[src/rtl/ram_arbiter.sv]
// Round-robin arbiter and sequencer that lets two requesters share the 16x8 single-port RAM.
// One transaction is in flight at a time: IDLE -> ACCESS -> (RD_WAIT) -> RESP -> IDLE.
module ram_arbiter #(
    parameter int AW = 4,
    parameter int DW = 8
) (
    input  logic          clk,
    input  logic          rst,
    input  logic [1:0]    req_valid,
    input  logic [1:0]    req_we,
    input  logic [AW-1:0] req_addr0,
    input  logic [AW-1:0] req_addr1,
    input  logic [DW-1:0] req_wdata0,
    input  logic [DW-1:0] req_wdata1,
    output logic [1:0]    req_ready,
    output logic [1:0]    rsp_valid,
    output logic [DW-1:0] rsp_rdata,
    output logic          ram_we,
    output logic          ram_re,
    output logic [AW-1:0] ram_addr,
    output logic [DW-1:0] ram_din,
    input  logic [DW-1:0] ram_dout,
    output logic          busy
);

    typedef enum logic [1:0] {
        IDLE    = 2'd0,
        ACCESS  = 2'd1,
        RD_WAIT = 2'd2,
        RESP    = 2'd3
    } state_t;

    state_t        state_r;
    state_t        state_s;
    logic          prio_r;
    logic          prio_s;
    logic          owner_r;
    logic          owner_s;
    logic          win_s;
    logic          we_s;
    logic          re_s;
    logic [AW-1:0] addr_s;
    logic [DW-1:0] din_s;
    logic [1:0]    rsp_valid_s;
    logic [DW-1:0] rdata_s;

    function automatic logic [1:0] onehot(input logic idx);
        return idx ? 2'b10 : 2'b01;
    endfunction

    // Arbitration, next-state and next-value decode for every registered output.
    always_comb begin
        state_s     = state_r;
        prio_s      = prio_r;
        owner_s     = owner_r;
        win_s       = 1'b0;
        req_ready   = 2'b00;
        we_s        = 1'b0;
        re_s        = 1'b0;
        addr_s      = ram_addr;
        din_s       = ram_din;
        rsp_valid_s = 2'b00;
        rdata_s     = rsp_rdata;
        case (state_r)
            IDLE: begin
                // Ready is held low during reset even though the state register already reads IDLE.
                if (!rst && (req_valid != 2'b00)) begin
                    if (req_valid == 2'b11) begin
                        win_s = prio_r;
                    end else begin
                        win_s = req_valid[1];
                    end
                    req_ready = onehot(win_s);
                    owner_s   = win_s;
                    prio_s    = ~win_s;
                    we_s      = req_we[win_s];
                    re_s      = ~req_we[win_s];
                    addr_s    = win_s ? req_addr1 : req_addr0;
                    din_s     = win_s ? req_wdata1 : req_wdata0;
                    state_s   = ACCESS;
                end else begin
                    state_s = IDLE;
                end
            end
            ACCESS: begin
                if (ram_we) begin
                    state_s     = RESP;
                    rsp_valid_s = onehot(owner_r);
                end else begin
                    state_s = RD_WAIT;
                end
            end
            RD_WAIT: begin
                rdata_s     = ram_dout;
                rsp_valid_s = onehot(owner_r);
                state_s     = RESP;
            end
            RESP: begin
                state_s = IDLE;
            end
            default: begin
                state_s = IDLE;
            end
        endcase
    end

    // Control state: FSM, round-robin pointer and transaction owner.
    always_ff @(posedge clk or posedge rst) begin
        if (rst) begin
            state_r <= IDLE;
            prio_r  <= 1'b0;
            owner_r <= 1'b0;
        end else begin
            state_r <= state_s;
            prio_r  <= prio_s;
            owner_r <= owner_s;
        end
    end

    // Registered RAM pins, response and busy flag.
    always_ff @(posedge clk or posedge rst) begin
        if (rst) begin
            ram_we    <= 1'b0;
            ram_re    <= 1'b0;
            ram_addr  <= {AW{1'b0}};
            ram_din   <= {DW{1'b0}};
            rsp_valid <= 2'b00;
            rsp_rdata <= {DW{1'b0}};
            busy      <= 1'b0;
        end else begin
            ram_we    <= we_s;
            ram_re    <= re_s;
            ram_addr  <= addr_s;
            ram_din   <= din_s;
            rsp_valid <= rsp_valid_s;
            rsp_rdata <= rdata_s;
            busy      <= (state_s != IDLE);
        end
    end

endmodule

[config.mk]
export PLATFORM = sky130hd
export DESIGN_NAME = ram_arbiter
export DESIGN_NICKNAME = d
export VERILOG_FILES = /design/src/rtl/ram_arbiter.sv
export SDC_FILE = /design/constraint.sdc
export NUM_CORES = 1
export LEC_CHECK = 0
export CORE_AREA = 2 2 64 66
export CTS_CLUSTER_DIAMETER = 120
export DETAILED_ROUTE_END_ITERATION = 8
export DIE_AREA = 0 0 66 68
export GPL_TIMING_DRIVEN = 0
export PLACE_DENSITY_LB_ADDON = 0.3
export SYNTH_ARGS = -nofsm -noshare
export SYNTH_HDL_FRONTEND = slang
export SYNTH_SLANG_ARGS = --single-unit
[constraint.sdc]
create_clock -name clk -period 1.5 [get_ports clk]
set_input_delay 0.3 -clock clk [delete_from_list [all_inputs] [get_ports clk]]
set_output_delay 0.3 -clock clk [all_outputs]
set_load 0.05 [all_outputs]
==> impl_results.md <==
* Status: finished, violations left
* Failing checks: negative setup slack
* YS warnings at 0
* Design area at 2210 µm²
* Critical Path End Type: output port
* P&R area growth vs syn at 75.1%
* DR pass1 iterations at 4
* Pwr Density at 2190 nW/µm²
* Synthesized Nets at 138
* Antenna viol nets, final at 0
* Initial Utilization at 32.8%
* WP data required at 1.20 ns
* Yosys reg bits at 29
* Critical Path AT at 1.49 ns
* Inst Count DP at 210
* Hold crit path type: register to register
* Switch Pwr at 0.00219 W
* CP peak stage delay at 0.39 ns
* Row count at 23
* Syn Inst Count at 96
* Pleak at 1.01 nW
* All-Layer GR Usage at 16.0%
* Int Power at 0.00266 W
* Final RePlAce weighted congestion at 0.630
* Max clock buf depth at 2
* PortBufs at 64
* Die area at 4490 µm²
* Slowest cell on crit path: dfrtp_1
* Final setup viols at 14
* Achievable frequency at 558 MHz
* Post-DP Area at 2010 µm²
* Rel. slew slack at 26.6%
* Switching Share at 45.1%
* Crit path max fanout at 3
* DRC at 0
* Number of fillers in the final layout at 334
* Diode count at 0
* Vias/cell at 4.88
* Io pins at 65
* Fin worst setup slack at -0.293 ns
* Post-synthesis sequential area ratio at 57.4%
* Die height at 68 µm
* Worst hold margin at 0.487 ns
* Seq pwr share at 27.3%
* Most Frequent Cell on Critical Path: buf_12
* CTS Buf Count at 5
* Part of the cycle the worst path needs at 120%
* Mapped Area at 1260 µm²
* Skew-Pair Late Insertion Delay at 0.28 ns
* Final Max Slew Viols at 0
* Vias at 1102
* Final cell count without fillers at 226
* H-Tree Depth at 2
* Antenna violations before repair at 0
* Core area at 3860 µm²
* Clock Skew at 0.00195 ns
* Root Buffer: clkbuf_8
* Vias in the first global route at 1189
* Fin crit period at 1.79 ns
* Total global routing overflow at 0
* Layout cells sized above 1 at 25.6%
* Nets at 218
* Comb power frac at 59.6%
* Syn avg cell area at 13.2 µm²
* R2R Setup Slk at -0.19 ns
* CP Launch Type: register
* WL per Instance at 15.2 µm
* Largest net degree at the start of global routing at 30
* Die Wd at 66 µm
* Final Hold Viols at 0
* CP Class: register to output port
* First-pass GRT wire length at 5.18 mm
* Slew of the pin with the lowest slew margin at 1.10 ns
* Clock Power Share at 13.1%
* Clock sink count at 29
* Hpwl dp at 2.36 mm
* Drt total wl at 3.43 mm
* Max_cap viols at 0
* Setup_tns at -1.80 ns
* CTS tree: done
* RSZ-0062 raised after global routing: true
* Distinct cell type count after synthesis at 23
* Worst vdd ir at 1020 µV
* Critical path, cell by cell: inv_2 > ha_4 > nor2b_4 > and3_4 > buf_12 > buf_12
* Iter 0 DRT Violations at 27
* Worst-path clk slew at 0.06 ns
synth_stat cells:
library cell	count	share of area [%]
dfrtp_1	29	57
a221o_1	12	9.5
o21a_1	12	7.1
mux2_2	8	7.1
ha_1	4	4.0
a21oi_1	3	1.2
buf_6	3	2.7
inv_1	3	0.89
a21o_1	2	1.2
and3_1	2	0.99
buf_2	2	0.79
clkbuf_1	2	0.59
nand2_1	2	0.59
nand2b_1	2	0.99
nor2_1	2	0.59
a21bo_2	1	0.79
and3b_1	1	0.69
nand3_1	1	0.40
nor2b_1	1	0.50
nor3b_1	1	0.59
o21ai_0	1	0.40
o22ai_1	1	0.50
or2_2	1	0.50
layout make-up:
type / count / area, µm² / share of cell area, %
buffer: 4 / 58.8 / 2.66
multi-input combinational: 57 / 522 / 23.6
timing repair buffer: 76 / 747 / 33.7
sequential: 29 / 726 / 32.8
inverter: 3 / 11.3 / 0.509
tap: 50 / 62.6 / 2.83
clock buffer: 7 / 86.3 / 3.90
repair_timing:
action | 4_1_cts | 5_1_grt
buffers inserted | 9 | 3
hold buffers | 0 | 0
cloned | 1 | 0
setup endpoints to repair | 41 | 64
hold endpoints to repair | 0 | 0
pin swaps | 5 | 1
resized for setup | 51 | 18
worst paths after layout:
path                       startpoint            to  depth (start not counted)
max                        state_r[0]  req_ready[1]                          6
min                           owner_r  rsp_valid[0]                          1
max reg2reg                state_r[1]   ram_addr[1]                          7
min reg2reg                   owner_r  rsp_valid[0]                          1
max in group asynchronous         rst  rsp_rdata[0]                          2
min in group asynchronous         rst    ram_din[5]                          2
cells in the final DEF (no fill, tap or decap):
cell / synthesis / final
clkdlybuf4s50_1: 0 / 37
dfrtp_1: 29 / 29
dlygate4sd2_1: 0 / 14
o21a_1: 12 / 12
a221o_1: 12 / 12
buf_4: 0 / 10
mux2_2: 8 / 8
clkdlybuf4s15_1: 0 / 8
clkbuf_8: 0 / 6
buf_12: 0 / 4
clkbuf_2: 0 / 3
nand2_1: 2 / 2
and3_4: 0 / 2
nand2b_1: 2 / 2
buf_6: 3 / 2
nor2_1: 2 / 2
a21o_1: 2 / 2
inv_2: 0 / 2
a21oi_1: 3 / 2
ha_4: 0 / 2
ha_1: 4 / 2
nor2b_4: 0 / 1
clkbuf_4: 0 / 1
o21ai_0: 1 / 1
a21oi_2: 0 / 1
o22ai_1: 1 / 1
or2_2: 1 / 1
nor3b_1: 1 / 1
nand3_1: 1 / 1
a21bo_2: 1 / 1
and3b_1: 1 / 1
inv_1: 3 / 1
clkbuf_1: 2 / 1
bufbuf_16: 0 / 1
metrics by stage:
stage | utilization (%) | setup WS (ns) | total power [W]
6_report | 57.4 | -0.293 | 0.00485
5_1_grt | 57.4 | -0.341 | 0.00513
4_1_cts | 56.7 | -0.296 | 0.00481
3_5_place_dp | 52.1 | -0.935 | 0.00416
3_3_place_gp | 52.1 | -0.935 | 0.00408
2_1_floorplan | - | -0.0302 | 0.00323
registers in the layout (all words and copies together) (netlist names):
name       cells
ram_re         1
ram_din        8
busy           1
rsp_rdata      8
state_r        2
ram_addr       4
ram_we         1
prio_r         1
owner_r        1
rsp_valid      2
power groups by stage:
| stage | sequential (W) | combinational [W] | clock [W] |
|---|---|---|---|
| 6_report | 0.00132 | 0.00289 | 0.000636 |
| 2_1_floorplan | 0.00238 | 0.000848 | 0 |
| 5_1_grt | 0.00137 | 0.00306 | 0.000698 |
| 4_1_cts | 0.00133 | 0.00282 | 0.000659 |
| 3_5_place_dp | 0.00135 | 0.00281 | 0 |
| 3_3_place_gp | 0.00132 | 0.00276 | 0 |
metal layers:
layer	vias to the layer above	wire length, µm	track usage [%]
met2	60	1690	28.4
met3	8	320	5.59
met1	521	1340	16.5
met4	0	74	9.18
met5	-	0	0
li1	513	-	-
worst max-delay path: cells and delay by family, from the launching register on:
family,cells,cell delay [ns]
flip-flops,1,0.39
adder cells (fa/ha/maj),1,0.13
buffers and inverters,3,0.32
AND/OR/NAND/NOR,2,0.37
cell families after synthesis:
kind of cell	Yosys count	synth area share, %
buf+inv	10	4.95
mux	8	7.13
flops	29	57.4
fa+ha+maj	4	3.96
simple gates	13	5.84
compound gates	32	20.7
Power figures use the tool's default switching activity.
==> patch 1 (same settings) <==
Encoding of `state_t`: now one-hot (4 bits for 4 states).
--- a/src/rtl/ram_arbiter.sv
+++ b/src/rtl/ram_arbiter.sv
@@ -23,11 +23,11 @@
     output logic          busy
 );
 
-    typedef enum logic [1:0] {
-        IDLE    = 2'd0,
-        ACCESS  = 2'd1,
-        RD_WAIT = 2'd2,
-        RESP    = 2'd3
+    typedef enum logic [3:0] {
+        IDLE    = 4'b0001,
+        ACCESS  = 4'b0010,
+        RD_WAIT = 4'b0100,
+        RESP    = 4'b1000
     } state_t;
 
     state_t        state_r;
Formal check against the unedited RTL: no difference found for any inputs over 10 cycles, from zero or initial values and one cycle with rst high; not proved beyond that.
==> patch 1 against the unedited design <==
The run still ends with negative setup slack left. Setup slack improved by 110 ps. Synthesized cell count increased by 32%. Sequential cell count grew 2. Total power rose by 0.23%. Clock skew grew 2.5 ps. Routed wire length rose by 13%. Final area up 9.3%. Synthesized area increased by 16%. Critical endpoint is now req_ready[0]. Highest routed layer unchanged.
==> patch 1: results (changes against the unedited design) <==
Run status
  • Status: finished, violations left
  • Violated checks: negative setup slack

Yosys
  • Post-synthesis mux area share: 0.08198 (+0.01069)
  • Post-synth cell types: 30 (+30%)
  • Post-Synth Adder-Cell Area: 0 (-0.03960)
  • Seq/Total Area, Yosys: 0.5303 (-0.04394)
  • Synth Area in Compound Gates: 0.1665 (-0.04041)
  • List of most frequent post-synthesis cells: dfrtp_1 (30), a31oi_1 (24), nand3b_1 (14)
  • Post-Synthesis Cells: 127 (+32%)
  • Mapped Nets: 165 (+20%)

Detailed routing
  • Routed wire length: 3874 microns (+13%)
  • Via density: 5.158 (+5.8%)
  • WL per Instance: 14.90 microns (-1.8%)

Critical path
  • Slowest-stage cell, CP: clkdlybuf4s50_1
  • Reg-to-reg endpoint: rsp_rdata[2]
  • CP Max Fanout: 4 (+1)
  • Critical path's top delay family: buffers and inverters
  • Crit path arrival time: 1380 ps (-110 ps)
  • FF-to-FF setup slack: 0 ps (+190 ps)
  • Largest stage delay, worst path: 470 ps (+80 ps)
  • R2r worst-path depth: 5 (-2)

Timing
  • # setup viols final: 3 (-11)
  • Layout Skew: 4.446 ps (+2.497 ps)
  • Worst-Margin Slew: 656.9 ps (-443.3 ps)
  • Final TNS setup: -368.5 ps (+1431 ps)
  • Final Worst Setup Slack: -183.5 ps (+109.9 ps)

Final layout
  • Multi-input gate area in the final layout: 643.1 sq um (+23%)
  • Layout net count: 247 (+13%)
  • Share of cells above drive strength 1: 0.2619 (+0.006223)
  • Top flop regs: ram_din: 8 flops, rsp_rdata: 8 flops
  • # fillers: 333 (-0.30%)

Placement
  • Cells after DPL: 241 (+15%)
  • GPL Wtd Cong: 0.8080 (+28%)
  • Placement Setup Slack: -1011 ps (-76.28 ps)
  • DP Area: 2173 sq um (+8.1%)

Hold path
  • Min-Delay Path Class: in -> async

Pwr
  • Max IR drop VDD: 0.0009288 V (-9.2%)
  • Leak: 1.035 nW (+3.0%)

GRT
  • Largest net degree at the start of global routing: 32 (+6.7%)
patch 1: changes by cell type after synthesis, sizes merged, moves of 2 or more:
| cell | unedited run | this run |
|---|---|---|
| ha | 4 | 0 |
| nor3 | 0 | 2 |
| clkbuf | 2 | 4 |
| nand3b | 0 | 14 |
| a211oi | 0 | 2 |
| a21o | 2 | 0 |
| a31oi | 0 | 24 |
| mux2 | 8 | 10 |
| a221o | 12 | 0 |
| a21oi | 3 | 1 |
| o21ai | 1 | 13 |
| o21a | 12 | 0 |
patch 1: worst max path at each step:
stage	start	end	slack, ps	cells after the start
2_1_floorplan	state_r[0]	req_ready[0]	-130	3
3_3_place_gp	req_valid[1]	req_ready[0]	-1020	6
3_5_place_dp	req_valid[1]	req_ready[0]	-1010	6
4_1_cts	state_r[1]	req_ready[0]	-220	4
5_1_grt	state_r[1]	req_ready[1]	-220	4
6_report	req_valid[0]	req_ready[0]	-180	6
patch 1: area by class of cell:
cell class / count / share of cell area
Clock inverter: 2 / 0.01449
Inverter: 3 / 0.008277
Sequential cell: 31 / 0.3223
Multi-Input combinational cell: 83 / 0.2659
Tap cell: 50 / 0.02587
Timing Repair Buffer: 76 / 0.3016
Clock buffer: 6 / 0.03414
Buffer: 9 / 0.02742
patch 1: layer usage:
metal / share of wire / vias to the layer above / global-route usage
met5: 0 / - / 0
met2: 0.51 / 58 / 0.3232
li1: - / 636 / -
met3: 0.075 / 12 / 0.04605
met4: 0.022 / 0 / 0.08929
met1: 0.40 / 635 / 0.1979
patch 1: power breakdown:
| group | leakage (nW) | internal [W] | switching, W |
|---|---|---|---|
| logic | 0.600 | 0.000958 | 0.00167 |
| clock network | 0.0612 | 0.000537 | 0.000315 |
| registers | 0.374 | 0.00118 | 0.000199 |
==> patch 2 (config.mk and constraints unchanged) <==
Without the edit above. `DW`: 8 -> 9.
--- a/src/rtl/ram_arbiter.sv
+++ b/src/rtl/ram_arbiter.sv
@@ -2,7 +2,7 @@
 // One transaction is in flight at a time: IDLE -> ACCESS -> (RD_WAIT) -> RESP -> IDLE.
 module ram_arbiter #(
     parameter int AW = 4,
-    parameter int DW = 8
+    parameter int DW = 9
 ) (
     input  logic          clk,
     input  logic          rst,
Ports: changed (5 resized); port bits go from 65 to 70. No check against the original RTL was run, so the function may have changed too.
==> patch 2 against the unedited design <==
The run still ends with negative setup slack left. Final area is 11% higher. Synthesized area is 17% higher. Clock power is 11% higher. Die area stayed put. Routed wire length is 13% higher. Core utilization is 6.6 points higher. Combinational power is 3% higher. Setup slack worse by 25 ps. Sequential cell count is 2 higher. Maximum frequency is 1.4% lower. Total power is 4.7% higher. Synthesized cell count is 35% higher. Largest cell class unchanged.
==> patch 2: results (changes against the unedited design) <==
Run status
  • Status: finished, violations left
  • Violated checks: negative setup slack

Placement
  • IO buf count: 69 (+7.8%)
  • DP HPWL: 2693 microns (+14%)
  • Cells after DPL: 249 (+19%)
  • GPL Wtd Cong: 0.6586 (+4.5%)

Final layout
  • Layout net count: 261 (+20%)
  • Share of cells above drive strength 1: 0.2488 (-0.006834)
  • Top flop regs: ram_din: 9 flops, rsp_rdata: 9 flops, ram_addr: 4 flops
  • # fillers: 328 (-1.8%)

Detailed routing
  • DR iter-0 viols: 22 (-19%)
  • Pre-antenna DRT Iters: 4 (unchanged)
  • Routed vias: 1299 (+18%)
  • Routed wire length: 3873 microns (+13%)
  • Via density: 4.865 (-0.22%)

Critical path
  • Reg-to-reg endpoint: ram_addr[2]
  • Largest stage delay, worst path: 610 ps (+220 ps)
  • R2r worst-path depth: 8 (+1)
  • Slowest-stage cell, CP: clkdlybuf4s50_1
  • Worst R2R Start: state_r[0]
  • Critical path's top delay family: buffers and inverters
  • Worst Setup SP: req_valid[0]
  • Critical Path End: req_ready[1]
  • Crit path arrival time: 1520 ps (+30 ps)
  • FF-to-FF setup slack: -70 ps (+120 ps)

Yosys
  • Synth Area in Compound Gates: 0.1831 (-0.02388)
  • Synth area leaders: dfrtp_1 (53%), o221ai_2 (8.1%), inv_1 (7.4%)
  • Seq/Total Area, Yosys: 0.5254 (-0.04883)
  • Post-Synthesis Cells: 130 (+35%)
  • List of most frequent post-synthesis cells: dfrtp_1 (31), inv_1 (29), o21ai_1 (13)
  • Post-synth cell types: 26 (+13%)
  • Asr flop ratio synth: 1.000 (unchanged)
  • Mapped Nets: 175 (+27%)
  • Post-Synth Adder-Cell Area: 0.03390 (-0.005706)
  • Post-synthesis mux area share: 0.06864 (-0.002643)

GRT
  • Initial antenna violation count: 0 (unchanged)
  • Met1 Use GR: 0.1874 (+0.02192)
  • First-pass GRT wire length: 6023 microns (+16%)
  • Overall Global Routing Usage: 0.1825 (+0.02224)
  • Largest net degree at the start of global routing: 32 (+6.7%)
  • Met2 Use GR: 0.3447 (+0.06061)
  • Met3 usage: 0.06086 (+0.004934)

Hold path
  • Min-Delay Startpoint: owner_r
  • Min-Delay Path Class: reg -> reg

Timing
  • Final TNS setup: -888.5 ps (+911.0 ps)
  • Final hold slack: 473.1 ps (-13.60 ps)
  • # setup viols final: 10 (-4)
  • Slew headroom: 0.2039 (-0.06187)
  • Final Worst Setup Slack: -318.6 ps (-25.16 ps)
  • Layout Skew: 3.386 ps (+1.438 ps)

Pwr
  • P_seq: 0.00139 W (+5%)
  • Internal Power: 0.002692 W (+1.0%)
  • Logic power comb: 0.00298 W (+3%)
  • Final Power: 0.005079 W (+4.7%)
  • Max IR drop VDD: 0.001123 V (+9.8%)
  • Leak: 1.182 nW (+18%)
==> patch 2: changes by cell type in the layout (fill, tap and decap cells not counted), sizes merged, moves of 2 or more <==
| cell | before | now |
|---|---|---|
| a21o | 2 | 0 |
| a221o | 12 | 0 |
| clkdlybuf4s15 | 8 | 3 |
| clkdlybuf4s50 | 37 | 40 |
| dfrtp | 29 | 31 |
| dlygate4sd2 | 14 | 22 |
| inv | 3 | 30 |
| nand2 | 2 | 4 |
| o21a | 12 | 1 |
| o21ai | 1 | 15 |
| o221ai | 0 | 13 |
==> patch 2: timing repair <==
item                                    4_1_cts  5_1_grt
gates resized for setup                      54       17
pin swaps                                     1        5
endpoints found under the setup margin       29       50
setup buffers                                 7        5
==> patch 2: final cells by class <==
class	count	area [sq um]	area share
Buffer	5	55.05	0.02231
Inverter	31	123.9	0.05020
Sequential cell	31	775.7	0.3144
Multi-Input combinational cell	62	591.8	0.2399
Timing Repair Buffer	80	758.2	0.3073
Clock buffer	8	100.1	0.04057
Tap cell	50	62.56	0.02535
==> patch 2: through the flow <==
step | util | worst slack (ps) | instance area, sq um
2_1_floorplan | - | -7.778 | 1481
3_3_place_gp | 0.5795 | -963.2 | 2235
3_5_place_dp | 0.5795 | -986.2 | 2235
4_1_cts | 0.6249 | -314.5 | 2410
5_1_grt | 0.6398 | -364.7 | 2467
6_report | 0.6398 | -318.6 | 2467
==> patch 2: kinds of logic after synthesis <==
logic type | after synthesis
buffers and inverters | 37
adder cells (fa/ha/maj) | 4
AND/OR/NAND/NOR | 16
flip-flops | 31
multiplexers | 9
AO/OA/AOI/OAI | 33
==> patch 2: metal layers <==
layer,vias up,routed length [microns]
li1,613,-
met1,625,1516
met2,57,1987
met3,4,346
met4,0,22
met5,-,0
